### config.mk
export PLATFORM = sky130hd
export DESIGN_NAME = render_frame_sequencer
export DESIGN_NICKNAME = d
export VERILOG_FILES = /design/src/rtl/render_frame_sequencer.sv
export SDC_FILE = /design/constraint.sdc
export NUM_CORES = 1
export LEC_CHECK = 0
export BUFFER_PORTS_ARGS = -buffer_cell sky130_fd_sc_hd__buf_2
export CAP_MARGIN = 25
export CORE_MARGIN = 1.5
export CORE_UTILIZATION = 39
export CTS_BUF_LIST = sky130_fd_sc_hd__clkbuf_16
export DETAILED_ROUTE_END_ITERATION = 12
export GPL_TIMING_DRIVEN = 0
export HOLD_SLACK_MARGIN = 0.05
export PLACE_DENSITY = 0.61
export SLEW_MARGIN = 20
export SYNTH_ARGS = -nofsm -noshare
export SYNTH_HDL_FRONTEND = slang
export SYNTH_SLANG_ARGS = --single-unit
### constraint.sdc
create_clock -name Clk -period 2.8 [get_ports Clk]
set_input_delay 0.14 -clock Clk [delete_from_list [all_inputs] [get_ports Clk]]
set_output_delay 0.14 -clock Clk [all_outputs]
set_load 0.01 [all_outputs]
### src/rtl/render_frame_sequencer.sv
// Frame sequencer: clears and draws into a back buffer, then swaps
// it to the display on vsync (double or triple buffered).
module render_frame_sequencer #(
  parameter int H_RES    = 640,
  parameter int V_RES    = 480,
  parameter int NUM_BUF  = 2,
  parameter int CLEAR_EN = 1,
  parameter int FC_W     = 8
) (
  input  logic            Clk,
  input  logic            Reset,
  input  logic            run,
  input  logic            vsync_pulse,
  input  logic            draw_done,
  output logic            draw_start,
  output logic            clear_we,
  output logic [9:0]      ClearX,
  output logic [9:0]      ClearY,
  output logic [1:0]      draw_buf,
  output logic [1:0]      disp_buf,
  output logic            busy,
  output logic            frame_done,
  output logic [FC_W-1:0] frame_count
);

  typedef enum logic [1:0] {
    IDLE,
    CLEAR,
    DRAW,
    WAIT_SYNC
  } state_t;

  localparam logic [9:0] X_LAST = 10'(H_RES - 1);
  localparam logic [9:0] Y_LAST = 10'(V_RES - 1);
  localparam bit CLR = (CLEAR_EN != 0);
  localparam bit TRI = (NUM_BUF == 3);

  state_t     state;
  logic [1:0] ready_buf;
  logic       ready_valid;
  logic       vs_swap;
  logic [1:0] disp_eff;
  logic [1:0] free_buf;

  // Early swap of a ready frame outside WAIT_SYNC
  assign vs_swap = TRI && vsync_pulse && ready_valid
                   && (state != WAIT_SYNC);
  assign disp_eff = vs_swap ? ready_buf : disp_buf;
  assign free_buf = 2'd3 - disp_eff - draw_buf;

  always_ff @(posedge Clk) begin
    if (Reset) begin
      state       <= IDLE;
      disp_buf    <= 2'd0;
      draw_buf    <= 2'd1;
      ready_buf   <= 2'd2;
      ready_valid <= 1'b0;
      frame_count <= '0;
      ClearX      <= '0;
      ClearY      <= '0;
      clear_we    <= 1'b0;
      draw_start  <= 1'b0;
      frame_done  <= 1'b0;
      busy        <= 1'b0;
    end else begin
      draw_start <= 1'b0;
      frame_done <= 1'b0;
      if (vs_swap) begin
        disp_buf    <= ready_buf;
        ready_valid <= 1'b0;
        frame_done  <= 1'b1;
        frame_count <= frame_count + 1'b1;
      end
      unique case (state)
        IDLE: begin
          if (run) begin
            state      <= CLR ? CLEAR : DRAW;
            clear_we   <= CLR;
            draw_start <= !CLR;
            busy       <= 1'b1;
          end
        end
        CLEAR: begin
          if (ClearX == X_LAST && ClearY == Y_LAST) begin
            state      <= DRAW;
            clear_we   <= 1'b0;
            ClearX     <= '0;
            ClearY     <= '0;
            draw_start <= 1'b1;
          end else if (ClearX == X_LAST) begin
            ClearX <= '0;
            ClearY <= ClearY + 10'd1;
          end else begin
            ClearX <= ClearX + 10'd1;
          end
        end
        DRAW: begin
          if (!draw_start && draw_done) begin
            if (!TRI || (ready_valid && !vs_swap)) begin
              state <= WAIT_SYNC;
            end else begin
              ready_buf   <= draw_buf;
              ready_valid <= 1'b1;
              draw_buf    <= free_buf;
              if (run) begin
                state      <= CLR ? CLEAR : DRAW;
                clear_we   <= CLR;
                draw_start <= !CLR;
              end else begin
                state <= WAIT_SYNC;
              end
            end
          end
        end
        WAIT_SYNC: begin
          if (vsync_pulse) begin
            if (TRI && ready_valid) begin
              disp_buf  <= ready_buf;
              ready_buf <= draw_buf;
            end else begin
              disp_buf <= draw_buf;
            end
            draw_buf    <= disp_buf;
            frame_done  <= 1'b1;
            frame_count <= frame_count + 1'b1;
            if (run) begin
              state      <= CLR ? CLEAR : DRAW;
              clear_we   <= CLR;
              draw_start <= !CLR;
            end else begin
              state <= IDLE;
              busy  <= 1'b0;
            end
          end
        end
      endcase
    end
  end

endmodule

# Word level (Yosys, flattened, before mapping)
# Cells that the tools add are included.
[word_totals]
regBits = 38
input_bits = 5
output_inout_bits = 36
wordCells = 59
[op_classes]
add_sub_neg = 3
n_eq_ne = 10
mux = 21
bitwise = 2
reduce_logical = 13
[op_table]
columns = ["cell", "n"]
rows = [
  ["$mux 10", 4],
  ["$add 10x1->10 const B", 2],
  ["$eq 10x10->1 const B", 1],
  ["$eq 10x9->1 const B", 1],
  ["$ne 2x2->1 const B", 5],
  ["$mux 1", 9],
  ["$add 8x1->8 const B", 1],
  ["$mux 2", 4],
  ["$pmux 2 s4", 1],
  ["$reduce_and 4->1", 2],
  ["$eq 2x2->1 const B", 2],
  ["$pmux 1 s2", 2],
  ["$reduce_and 2->1", 2],
  ["$reduce_bool 2->1", 2],
  ["$pmux 1 s3", 1],
  ["$reduce_and 3->1", 1],
  ["$reduce_or 3->1", 1],
  ["$eq 2x1->1 const B", 1],
  ["$logic_and 1x1->1", 2],
  ["$logic_not 2->1", 1],
  ["$not 1->1", 2],
  ["$reduce_or 2->1", 1],
  ["$logic_not 1->1", 1],
]

# Longest topological paths before layout
# Gate-level depths: netlist (run 1).
[depth]
word_depth = 4
mapped_depth = 9
depth_no_buf = 7

# Worst setup path after synthesis (run 1)
# No wires, ideal clock.
[synth_timing]
path_type = "reg-to-reg"
from = "register ClearY[0]"
to = "register state[1]"
setup_time_ns = 0.072
t_arrival_ns = 1.807
t_required_ns = 2.728
slack_ns = 0.921
path_stages_with_launch = 8
path_buffers = 1
period_less_slack_ns = 1.879
cell_sequence = "dfxtp_1 ha_1 nor3b_2 nand4_1 or3_1 buf_6 a211oi_2 mux2i_1"
[synth_via]
elab_chain_len = 4
[synth_rtl]
columns = ["item", "line_no", "source"]
rows = [
  ["start: declaration", "18", "output logic [9:0] ClearY,"],
  ["start signal: assignment", "92", "ClearY <= ClearY + 10'd1;"],
  ["$eq 10x9->1", "84", "if (ClearX == X_LAST && ClearY == Y_LAST) begin"],
  ["$logic_and 1x1->1", "84", ""],
  ["$ne 2x2->1 (no source line)", "-", ""],
  ["$reduce_and 4->1 (no source line)", "-", ""],
  ["end signal: assignment", "77", "state <= CLR ? CLEAR : DRAW;"],
  ["end signal: assignment", "106", "state <= CLR ? CLEAR : DRAW;"],
  ["end signal: assignment", "127", "state <= CLR ? CLEAR : DRAW;"],
  ["end: declaration", "38", "state_t state;"],
]
# Every way passes these cells.
# A chain may end at the register's enable or synchronous reset.

# Worst setup path after layout (run 1)
[layout_timing]
from = "register state[1]"
to = "register ClearY[9]"
[layout_via]
elab_chain_len = 2
[layout_rtl]
columns = ["item", "line_no", "source"]
rows = [
  ["$eq 2x1->1", "74", "unique case (state)"],
  ["$reduce_and 2->1 (no source line)", "-", ""],
]
# Every way passes these cells.

==> results summary, run 1 <==
The flow ran to the end, and the final reports show no timing, DRC or antenna violations. The most used flip-flop cell after synthesis is dfxtp_1. The met3 wirelength from detailed routing is 192 um. The launching element type of the critical path is a flop. The number of violations of the max-capacitance limit is 0. The via count of the routed design came out at 1,545. Setup repair after global routing left no endpoint under its margin.

The number of global-route vias before repair is 1,427. The number of antenna-violating nets in the routed design is 0. Row generation in the floorplan step produced 24 rows. The worst setup path is captured at a flop.

The net count after synthesis is 213. In the post-synthesis netlist, the biggest area contributors are dfxtp_1 43%, xor2_1 7.4%, ha_1 5.7%. In the synthesized netlist, the cells that appear most often are 38 x dfxtp_1, 25 x nand2_1, 21 x nor2_1, 15 x xor2_1, 13 x a21oi_1.

The setup violation total in the final timing report is 0. From synthesis to final layout, the design area changed by 25.7%. The count of synthesis-stage warnings from yosys is 0.

The number of fillers in the final layout came out at 430. The H-tree was split into 2 levels. The die is 70.4 um tall.

The number of failing hold endpoints at the final stage is 0. The count of hold-fix buffers inserted at cts is 0. Measured against its own limit, the worst slew margin works out to 53.9%. The final critical-path share of the clock period came out at 74.9%. The initial cell density of the core is 40.7%. The floorplan step defined a core boundary enclosing 4350 um2. The setup TNS came out at 0 ps. The share of final-layout standard cells stronger than drive strength 1 came out at 23.0%. Clock-pin slew was measured on the worst setup and hold paths at 60 ps. By startpoint and endpoint, the worst setup path is classified as reg2reg. In the post-route analysis, the smallest setup slack over all paths is 702 ps.

The count of unresolved DRC violations after routing came out at 0. The maximum fanout count along the critical path came out at 10. The initial antenna violation count came to 0. The register area share after synthesis is 43.0%. The data arrival at the endpoint of the critical path is 2260 ps. The largest clock skew in the final design came out at 6.59 ps.

41 I/O pins were placed. The synthesized area per cell came out at 8.85 um2. The total congestion overflow after global routing is 0. The repair_antennas step left the layout with diodes totalling 0.

The cell sitting at the root of the clock tree is a clkbuf_16. The tree built by TritonCTS fans out to 38 sinks. The number of register bits inferred by synthesis came out at 38.

The average detailed-routed wire length per instance came out at 12.3 um. The number of gates given a new drive strength after cts is 0. In this run the critical register-to-register path is launched from state[1]$_SDFFE_PP0P_. The worst hold-check path type is in2reg. The reg-to-reg setup timing slack came out at 700 ps.

The CTS tree is built. The CTS buffer count is 5. The cell count after synthesis came out at 200. The clock insertion delay at the later pin of the skew report is 280 ps.

The number of cells in the finished layout apart from fillers is 300. The routed metal-1 wire length is 1.71 mm. The max-slew violation total from the final report is 0.

The time the worst path needs with I/O delays and setup is 2100 ps. Of all flip-flops after synthesis, the portion carrying an async set or reset was 0%. In this run, synthesis inferred 0 flip-flops with an integrated enable. The number of setup buffers added after CTS is 0.

The horizontal die dimension came out at 70.4 um. By instance count, the leading cell after synthesis is dfxtp_1. OpenSTA, run right after detailed placement, puts the worst setup slack at 722 ps.

After detailed routing, the number of vias per cell comes to 5.15. Global routing used 16.1% of the available tracks. The number of buffer cells added on primary ports came out at 40. The combined area of all synthesized cells is 1770 um2. The weighted congestion at the end of routability-driven global placement came out at 0.769.

The most critical setup path has its startpoint at state[1]$_SDFFE_PP0P_. The wire-length estimate of the detail-placed layout is 2.69 mm. The sequential cell area came out at 761 um2.

The critical path required time came out at 2960 ps. The worst ir drop on vdd is 339 uV. The cell area power density is 715 nW/um2. The fmax is 477 MHz. The netlist uses 36 different library cells. The final wirelength is 3.70 mm. The number of DRC violations after detailed-routing iteration 0 is 69. The topmost layer with routed signal wires is met4. For the pin with the worst max-slew slack, the measured transition is 686 ps. The leakage power came out at 0.954 nW. The start point of the worst min-delay path is Reset. The detailed route wirelength on metal2 is 1.76 mm. The number of iterations in the first detailed-routing pass came out at 4. The top-area cell type share of the netlist area is 43.0%.

The clock passes through at most 2 buffers. The global-route wire length before repair is 6.39 mm. The area of the multi-input gates is 940 um2. Entering global routing, the biggest net connects 13 pins. The count of placed standard cells including taps came out at 292. The floorplan step defined a die boundary enclosing 4950 um2. The net count reported at finish is 260. dfxtp_1 takes more of the synthesized area than any other cell.
layout by cell type (no fill, tap or decap), types with 2 or more instances in the layout:
| cell | instances |
|---|---|
| o21ai_0 | 4 |
| nand4_1 | 11 |
| nand3b_1 | 3 |
| nand2_1 | 25 |
| clkbuf_1 | 2 |
| buf_6 | 3 |
| inv_1 | 5 |
| clkbuf_16 | 5 |
| and3_1 | 4 |
| dfxtp_1 | 38 |
| nand2b_1 | 5 |
| ha_1 | 8 |
| a21oi_1 | 13 |
| o31ai_1 | 2 |
| nor3_1 | 8 |
| nand3_1 | 6 |
| xor2_1 | 15 |
| bufinv_16 | 2 |
| xnor2_1 | 6 |
| or3_1 | 3 |
| buf_2 | 42 |
| nor2_1 | 21 |
metal layers:
metal	up-vias	GRT usage (%)
met1	713	20.7
met3	5	4.04
met2	38	25.3
li1	789	-
met5	-	0
met4	0	7.05
final timing paths:
check | end | depth (start not counted)
worst min-delay path | draw_start$_SDFF_PP0_ | 3
worst max-delay path | ClearY[9]$_SDFFE_PP0P_ | 8
worst max register to register | ClearY[9]$_SDFFE_PP0P_ | 8
worst min register to register | disp_buf[1]$_SDFFE_PP0P_ | 2
worst max-delay path, stage by stage, from the launching register on:
cell and delay [ps]:
dfxtp_1 350, inv_1 110, ha_1 160, buf_6 140, nand4_1 180, nor4_1 630
nand3_1 190, xor2_1 160, nor2_1 50
where the power goes:
part           switching (mW)  internal, mW
clock                   0.215         0.507
sequential             0.0351         0.573
combinational           0.141         0.119
flip-flops by register name (all words and copies together), names as in the netlist:
name and count:
ClearX 10, ClearY 10, busy 1, clear_we 1
disp_buf 2, draw_buf 2, draw_start 1, frame_count 8
frame_done 1, state 2
cells by family (layout without fill, tap and decap cells):
logic type	count (synthesis)	count (layout)	share of synthesized area (%)
fa+ha+maj	8	8	5.65
mux	1	1	0.565
flops	38	38	43.0
simple gates	94	94	27.2
buf+inv	12	60	3.96
xor+xnor	21	21	10.4
compound gates	26	26	9.26
final cells by class:
cell class	count	share of cell area, %
repair buffers	40	9.00
flip-flops and latches	38	34.2
inverters	5	0.844
clock inverters	3	2.87
plain buffers	7	2.31
well taps	52	2.92
clock buffers	5	5.62
multi-input cells	150	42.2
per-stage QoR:
step           total power [mW]  cell area (um2)  util (%)  hold slack (ps)
2_1_floorplan             0.813             1770         -              293
3_3_place_gp              0.878             2040      46.8              454
3_5_place_dp              0.881             2040      46.8              457
4_1_cts                    1.61             2220      51.1              189
5_1_grt                    1.66             2220      51.1              205
6_report                   1.59             2220      51.1              180
Power figures use the tool's default switching activity.
==> inputs of run 2 (changes only) <==
- ABC_AREA: not set -> 1
- PLACE_DENSITY: 0.61 -> 0.62
- clock period: 2.8 -> 1.8 ns (I/O delays scaled with it)
==> run 2 against run 1 <==
Synthesized cell count rose by 41%; non-clock buffer count fell by 1; sequential power rose by 59%; die area rose by 11%; clock skew fell by 1.6 ps; cell area rose by 10%; total power rose by 54%; critical path type unchanged; critical endpoint is now ClearY[7]$_SDFFE_PP0P_; largest cell class unchanged; largest power group is now registers.
==> results summary, run 2 <==
The share of cell area taken by muxes after synthesis was 0% (-0.57 points). By count the netlist is led by 59 x nand2_1, 44 x nor2_1, 38 x dfxtp_1, 35 x inv_1, 20 x a21oi_1. The leakage power is 1.04 nW (+8.7%). In the final layout, the registers with the most flip-flops are ClearX: 10 flops, ClearY: 10 flops, frame_count: 8 flops.

The switching portion of total power is 28.6% (+4.0 points). The setup TNS is 0 ps (unchanged). The maximum root-to-sink buffer count is 2 (unchanged). The cell area power density came out at 999 nW/um2 (+40%). In this run the most critical hold path is launched from vsync_pulse. The pin count of the biggest net entering global routing came out at 12 (-1). The number of global-route vias before repair came out at 1,625 (+14%). The net count reported at finish is 344 (+32%). The setup violation total in the final timing report came out at 0 (unchanged).

The post-synthesis xor/xnor area fraction is 0.891% (-9.5 points). The fmax is 597 MHz (+25%). The net count after synthesis is 295 (+38%).

The half-perimeter wire length after detailed placement is 3.21 mm (+19%). The path with the worst hold slack has its endpoint at frame_done$_SDFF_PP0_. The CTS buffer count came to 5 (unchanged). Leaving out fill and tap cells, the most frequent cells in the layout are 58 x nand2_1, 41 x nor2_1, 40 x buf_2, 37 x dfxtp_1, 35 x inv_1.

The worst hold-check path type is in2reg. The power dissipated by switching net loads is 0.698 mW (+79%). The final design instance area without fill is 2450 um2 (+10%). The count of unresolved DRC violations after routing is 0 (unchanged). The depth of the worst hold-timing path came out at 3 (unchanged). The cell count after synthesis came to 282 (+41%). The proportion of synthesized flip-flops having asynchronous set or reset came out at 0% (unchanged). The weighted congestion at the end of routability-driven global placement came out at 0.818 (+6.3%). The clock sink total came to 38 (unchanged). The count of placed standard cells including taps is 389 (+33%). The number of antenna-violating nets in the routed design is 0 (unchanged).

The number of levels in the clock H-tree was 2 (unchanged). The boundary pin count came out at 41 (unchanged). The worst setup path is captured at a flop. The final wirelength was 4.31 mm (+16%).

The maximum fanout count along the critical path is 5 (-5). The design internal power is 1.75 mW (+46%). The number of violations of the max-capacitance limit is 0 (unchanged).

The share of final-layout standard cells stronger than drive strength 1 came out at 23.9% (+0.88 points). The initial cell density of the core came out at 41.1% (+0.44 points). The critical path required time came to 1980 ps (-980 ps).

The average detailed-routed wire length per instance is 10.8 um (-12%). The clock slew at the register clock pins of the worst setup and hold paths was 60 ps (about the same). The count of synthesis-stage warnings from yosys is 0 (unchanged).

The startpoint of the lowest-slack register-to-register path is ClearY[1]$_SDFFE_PP0P_. The reg-to-reg setup timing slack was 130 ps (-580 ps). The number of DRC violations after detailed-routing iteration 0 is 168 (+140%).

The number of flops mapped to enable cells by yosys is 0 (unchanged). The clock insertion delay at the later pin of the skew report came out at 280 ps (about the same). The register area share after synthesis came out at 38.7% (-4.3 points).

In the synthesized netlist the dominant register cell turns out to be dfxtp_1. The area of the core region is 4790 um2 (+9.9%). The area fraction in and, or, nand and nor cells after synthesis came to 36.8% (+9.6 points). The via count of the routed design was 1,882 (+22%).

The synthesized design spends more area on one cell type than any other, namely dfxtp_1. The worst ir drop on vdd is 572 uV (+69%). The time the worst path needs with I/O delays and setup came out at 1670 ps (-423 ps). The area after detailed placement is 2250 um2 (+11%). The final critical-path share of the clock period was 93.0% (+18 points).

The overall global routing resource usage came out at 17.1% (+0.99 points). The combined area of all synthesized cells is 1970 um2 (+11%). The class of the most critical setup path is reg2reg. The cell with the most instances after synthesis is nand2_1. The synthesized area per cell came out at 6.97 um2 (-21%). The largest clock skew in the final design came to 4.98 ps (-1.61 ps).

The number of cells in the finished layout apart from fillers is 398 (+33%). The number of register bits inferred by synthesis is 38 (unchanged). STA classifies the critical path startpoint as a flop. By area, the combinational part of the netlist is dominated by simple AND/OR/NAND/NOR gates. The proportion of power drawn by combinational gates is 20.8% (+4.4 points). The number of buffer cells added on primary ports came out at 40 (unchanged). The data arrival at the endpoint of the critical path came to 1860 ps (-400 ps).

The depth of the most critical reg-to-reg path was 10 (+2). The clock network fraction of design power is 39.6% (-5.8 points). The global-route wire length before repair came out at 7.20 mm (+13%). The initial antenna violation count is 0 (unchanged). The synthesized-area fraction occupied by ao, oa, aoi and oai cells came out at 9.92% (+0.67 points). The number of library cell types mapped by synthesis came out at 29 (-19%).

The total congestion overflow after global routing came out at 0 (unchanged). The number of fillers in the final layout came out at 479 (+11%). The final core utilization is 51.1% (about the same). The via density per instance came to 4.73 (-8.2%). The die area came to 5480 um2 (+11%). The horizontal die dimension was 74.0 um (+5.2%). The growth of design area from synthesis to finish is 24.4%. The number of failing hold endpoints at the final stage came out at 0 (unchanged). Setup repair after global routing left no endpoint under its margin. The sequential group share of total power came out at 39.6% (+1.4 points).

The top-area cell type share of the netlist area came out at 38.7% (-4.3 points). The number of iterations in the first detailed-routing pass came out at 4 (unchanged). The adder-cell share of the synthesized area was 5.09% (-0.56 points). The site row count is 25 (+4.2%). The tree is rooted in a clkbuf_16. By area the synthesized netlist is led by dfxtp_1 39%, nand2_1 11%, nor2_1 8.4%. The die height is 74.0 um (+5.2%).

The total power is 2.44 mW (+54%). The max-slew violation total from the final report is 0 (unchanged). The library cell used most frequently in the layout, excluding fill and tap cells, is nand2_1.

The flow ran to the end, and the final reports show no timing, DRC or antenna violations. The reg-to-reg endpoint is ClearY[7]$_SDFFE_PP0P_. The CTS tree is built. The slew of the pin with the lowest slew margin came to 508 ps (-178 ps).

The number of inserted diodes is 0 (unchanged). The max-slew headroom at the worst pin is 66.1% (+12 points).
-- run 2: cell count changes after synthesis, sizes merged, moves of 9 or more --
cell and change:
o21ai +10, xor2 -14, nand2 +40, nand3 +9, nor2 +32, inv +33
-- run 2: power by group through the flow --
| stage | clock, mW | combinational [mW] | sequential (mW) |
|---|---|---|---|
| 2_1_floorplan | 0 | 0.357 | 0.999 |
| 3_5_place_dp | 0 | 0.500 | 0.986 |
| 6_report | 0.968 | 0.507 | 0.969 |
| 3_3_place_gp | 0 | 0.496 | 0.986 |
| 5_1_grt | 1.03 | 0.578 | 0.982 |
| 4_1_cts | 0.998 | 0.510 | 0.969 |
-- run 2: cell families after synthesis --
| group | after synthesis |
|---|---|
| flip-flops | 38 |
| AND/OR/NAND/NOR | 156 |
| XOR/XNOR | 2 |
| AO/OA/AOI/OAI | 36 |
| buffers and inverters | 42 |
| adder cells (fa/ha/maj) | 8 |
-- run 2: stage by stage --
step | hold slack (ps) | setup WS [ps]
after floorplan | 160 | 268
after global placement | 341 | 77.7
after detailed placement | 341 | 82.9
after CTS | 191 | 75.5
after global routing | 241 | 1.82
final | 197 | 125
-- run 2: critical path, stage by stage (launching register included) --
cell and delay, ps:
dfxtp_1 430, ha_1 220, nand2_2 80, nor2_2 160, inv_1 90, nor2_2 120, nand2_2 90, o21ai_4 230
inv_1 60, nand2_1 60, nor2_1 40
-- run 2: how the worst max path moves through the flow --
| stage | cells past startpoint | start | endpoint | slack (ps) |
|---|---|---|---|---|
| 2_1_floorplan | 10 | ClearY[0]$_SDFFE_PP0P_ | ClearY[7]$_SDFFE_PP0P_ | 270 |
| 3_3_place_gp | 10 | ClearY[0]$_SDFFE_PP0P_ | ClearY[7]$_SDFFE_PP0P_ | 80 |
| 3_5_place_dp | 10 | ClearY[0]$_SDFFE_PP0P_ | ClearY[7]$_SDFFE_PP0P_ | 80 |
| 4_1_cts | 10 | ClearY[0]$_SDFFE_PP0P_ | ClearY[7]$_SDFFE_PP0P_ | 80 |
| 5_1_grt | 10 | ClearX[0]$_SDFFE_PP0N_ | ClearX[5]$_SDFFE_PP0N_ | 2 |
| 6_report | 10 | ClearY[1]$_SDFFE_PP0P_ | ClearY[7]$_SDFFE_PP0P_ | 130 |
-- run 2: layout make-up --
cell class	count	area (um2)	area share (%)
Multi-Input combinational cell	202	1050	43.1
Sequential cell	38	762	31.2
Timing Repair Buffer	42	218	8.90
Inverter	38	143	5.83
Clock buffer	5	125	5.12
Tap cell	67	83.8	3.43
Clock inverter	2	33.8	1.38
Buffer	4	26.3	1.07
-- run 2: timing repair --
item	CTS	global route
buffers inserted	0	1
hold buffers	1	0
endpoints found under the hold margin	1	0
endpoints found under the setup margin	0	11
gates resized for setup	0	7
-- run 2: routing by layer --
layer | global-route usage (%) | vias up | routed length, um
li1 | - | 998 | -
met1 | 24.0 | 842 | 2120
met2 | 25.2 | 37 | 1930
met4 | 8.44 | 0 | 51
met5 | 0 | - | 0
met3 | 2.85 | 5 | 201
==> inputs of run 3 (changes only) <==
- PLACE_DENSITY: 0.62 -> 0.6
- clock period: 1.8 -> 1.6 ns (I/O delays scaled with it)
==> run 3 against run 2 <==
Clock-buffer cell count stayed put; largest cell class unchanged; final cell count is 3.5% higher; cell area is 11% higher; largest power group unchanged; sequential share of layout area is 2.3 points lower; via count is 3.1% higher; clock skew is 2.3 ps lower; critical path depth is 1 higher; hold slack worse by 19 ps; combinational power is 39% higher; flip-flop and latch count stayed put; first-iteration DRC count is 11% lower.
==> results summary, run 3 (synthesized netlist as in run 2, its figures left out) <==
The boundary pin count is 41 (unchanged). The biggest cell delay along the critical path is 370 ps (-60 ps). The cell family contributing the most delay on the critical path is simple AND/OR/NAND/NOR gates. The depth of the most critical reg-to-reg path is 11 (+1). The time the worst path needs with I/O delays and setup came to 1590 ps (-89.4 ps).

The class of the most critical setup path is reg2reg. In this run the worst setup path terminates at ClearY[7]$_SDFFE_PP0P_. The run finished with clean final reports. The total power is 2.93 mW (+20%). The initial antenna violation count came out at 0 (unchanged). The clock insertion delay at the later pin of the skew report came out at 280 ps (about the same).

The proportion of power drawn by combinational gates came out at 24.1% (+3.3 points). The cell area power density came out at 1080 nW/um2 (+8.1%). The most numerous cell type found on the critical path is nor2_4. The share of final-layout standard cells stronger than drive strength 1 came out at 32.2% (+8.3 points). The site row count came out at 25 (unchanged). The area of the core region came out at 4790 um2 (unchanged). The critical path required time is 1780 ps (-200 ps). The area after detailed placement came to 2250 um2 (unchanged).

The total congestion overflow after global routing came to 0 (unchanged). The weighted congestion at the end of routability-driven global placement is 0.860 (+5.1%). The global-route wire length before repair is 7.44 mm (+3.4%). The max-slew violation total from the final report came out at 0 (unchanged). The max-slew headroom at the worst pin was 64.7% (-1.4 points). The clock sink total came out at 38 (unchanged).

The design internal power came out at 2.08 mW (+19%). The largest registers in the layout are ClearX: 10 flops, ClearY: 10 flops, frame_count: 8 flops. Setup repair after global routing could not meet its margin everywhere. The setup TNS is 0 ps (unchanged). The sequential cell area came out at 783 um2 (+2.8%).

The leakage power is 1.17 nW (+13%). Traced cell by cell, the critical path runs through ha_4 > nand2_2 > nor2_4 > nand2_2 > nor2_4 > nand2_4 > buf_8 > nor2_4 > nand3_2 > nand2_1 > nor2_1. The CTS buffer count came to 5 (unchanged). The slowest cell on the critical path is dfxtp_4. The power dissipated by switching net loads came out at 0.852 mW (+22%). The largest clock skew in the final design came to 2.68 ps (-2.30 ps). Leaving out fill and tap cells, the most frequent cell in the layout is nand2_1. The clock network fraction of design power came to 37.3% (-2.3 points).

The maximum fanout count along the critical path is 5 (unchanged). Tracing the worst setup path back leads to its startpoint at ClearX[1]$_SDFFE_PP0N_. The via density per instance came out at 4.71 (-0.42%). The die height is 74.0 um (unchanged). The die area came to 5480 um2 (unchanged). The launching element type of the critical path is a flop.

The sequential group share of total power is 38.6% (-1.0 points). The number of DRC violations after detailed-routing iteration 0 was 149 (-11%). The horizontal die dimension is 74.0 um (unchanged).

The reg-to-reg setup timing slack was 10 ps (-110 ps). The count of placed standard cells including taps came to 389 (unchanged). The final design instance area without fill came to 2710 um2 (+11%). The net count reported at finish is 357 (+3.8%).

In the layout the commonest cells are 54 x nand2_1, 40 x nor2_1, 40 x buf_2, 35 x inv_1, 32 x dfxtp_1. The number of failing hold endpoints at the final stage came to 0 (unchanged). The number of levels in the clock H-tree is 2 (unchanged).

The final critical-path share of the clock period came to 99.1% (+6.0 points). The setup violation total in the final timing report is 0 (unchanged). The buffers plus inverters on the worst setup path is 1 (-1).

The count of unresolved DRC violations after routing came out at 0 (unchanged). The switching portion of total power came out at 29.1% (+0.50 points). The initial cell density of the core came out at 41.1% (unchanged). The worst hold path belongs to the class in2reg. The final core utilization is 56.7% (+5.6 points). The growth of design area from synthesis to finish came out at 38.0%. The number of violations of the max-capacitance limit is 0 (unchanged). The overall global routing resource usage came out at 17.4% (+0.31 points). The clock slew at the register clock pins of the worst setup and hold paths came out at 60 ps (about the same). The number of cells in the finished layout apart from fillers was 412 (+3.5%). The pin count of the biggest net entering global routing came out at 12 (unchanged).

The number of buffer cells added on primary ports came out at 40 (unchanged). The final wirelength was 4.71 mm (+9.3%). The number of antenna-violating nets in the routed design is 0 (unchanged).

In this run the critical register-to-register path is captured at ClearY[7]$_SDFFE_PP0P_. The via count of the routed design was 1,940 (+3.1%). The slew of the pin with the lowest slew margin was 529 ps (+21.0 ps). The worst register-to-register path begins at ClearX[1]$_SDFFE_PP0N_. The clock root buffer master is clkbuf_16. The number of global-route vias before repair is 1,660 (+2.2%). The element type at the critical path end is a flop. The number of inserted diodes is 0 (unchanged).

The number of fillers in the final layout came out at 479 (unchanged). The half-perimeter wire length after detailed placement came out at 3.28 mm (+2.0%). TritonCTS built the clock tree. The maximum root-to-sink buffer count is 2 (unchanged). The number of cells on the critical path is 11 (+1). The area of the multi-input gates was 1160 um2 (+10%). The fmax was 631 MHz (+5.6%). The number of iterations in the first detailed-routing pass came out at 4 (unchanged). The average detailed-routed wire length per instance came to 11.4 um (+5.6%). The worst ir drop on vdd is 1060 uV (+85%). The data arrival at the endpoint of the critical path was 1760 ps (-100 ps).
-- run 3: final cells by class --
cell class | instances | share of cell area, %
buffer | 4 | 1.29
clock buffer | 5 | 4.61
clock inverter | 3 | 1.38
inverter | 38 | 5.44
multi-input combinational | 202 | 42.9
sequential | 38 | 28.9
tap | 67 | 3.09
timing repair buffer | 55 | 12.4
-- run 3: what timing repair did --
| action | 4_1_cts | 5_1_grt |
|---|---|---|
| pin swaps | 0 | 17 |
| hold buffers | 1 | 0 |
| setup endpoints to repair | 12 | 23 |
| cloned | 0 | 1 |
| endpoints found under the hold margin | 1 | 0 |
| buffers inserted | 0 | 13 |
| resized for setup | 8 | 41 |
-- run 3: through the flow --
stage | hold slack, ps | setup WS [ps]
floorplan | 150 | 68.0
global placement | 339 | -76.9
detailed placement | 341 | -78.2
CTS | 198 | -27.1
global route | 200 | -117
finish | 177 | 14.7
-- run 3: worst reg2reg max path, cell delays in order (launching register included) --
cell and delay, ps:
dfxtp_4 370, ha_4 140, nand2_2 60, nor2_4 120
nand2_2 70, nor2_4 190, nand2_4 110, buf_8 150
nor2_4 110, nand3_2 70, nand2_1 60, nor2_1 40
-- run 3: power by group through the flow --
stage	registers (mW)	logic, mW	clock network [mW]
floorplan	1.12	0.402	0
global placement	1.11	0.557	0
detailed placement	1.11	0.565	0
CTS	1.10	0.573	1.12
global route	1.14	0.800	1.15
finish	1.13	0.706	1.09
-- run 3: how the worst min path moves through the flow --
stage | start | to | slack [ps] | cells past startpoint
final | vsync_pulse | frame_done$_SDFF_PP0_ | 180 | 3
after global routing | vsync_pulse | frame_done$_SDFF_PP0_ | 200 | 3
after CTS | vsync_pulse | frame_done$_SDFF_PP0_ | 200 | 3
after detailed placement | Reset | frame_count[6]$_SDFFE_PP0P_ | 340 | 2
after global placement | Reset | frame_count[6]$_SDFFE_PP0P_ | 340 | 2
after floorplan | Reset | frame_count[6]$_SDFFE_PP0P_ | 150 | 1
-- run 3: layer usage --
| layer | vias to the layer above | part of all wire, % | track usage, % |
|---|---|---|---|
| met5 | - | 0 | 0 |
| li1 | 1025 | - | - |
| met2 | 40 | 46 | 25.7 |
| met3 | 7 | 4.6 | 4.20 |
| met1 | 868 | 48 | 24.5 |
| met4 | 0 | 1.3 | 6.38 |
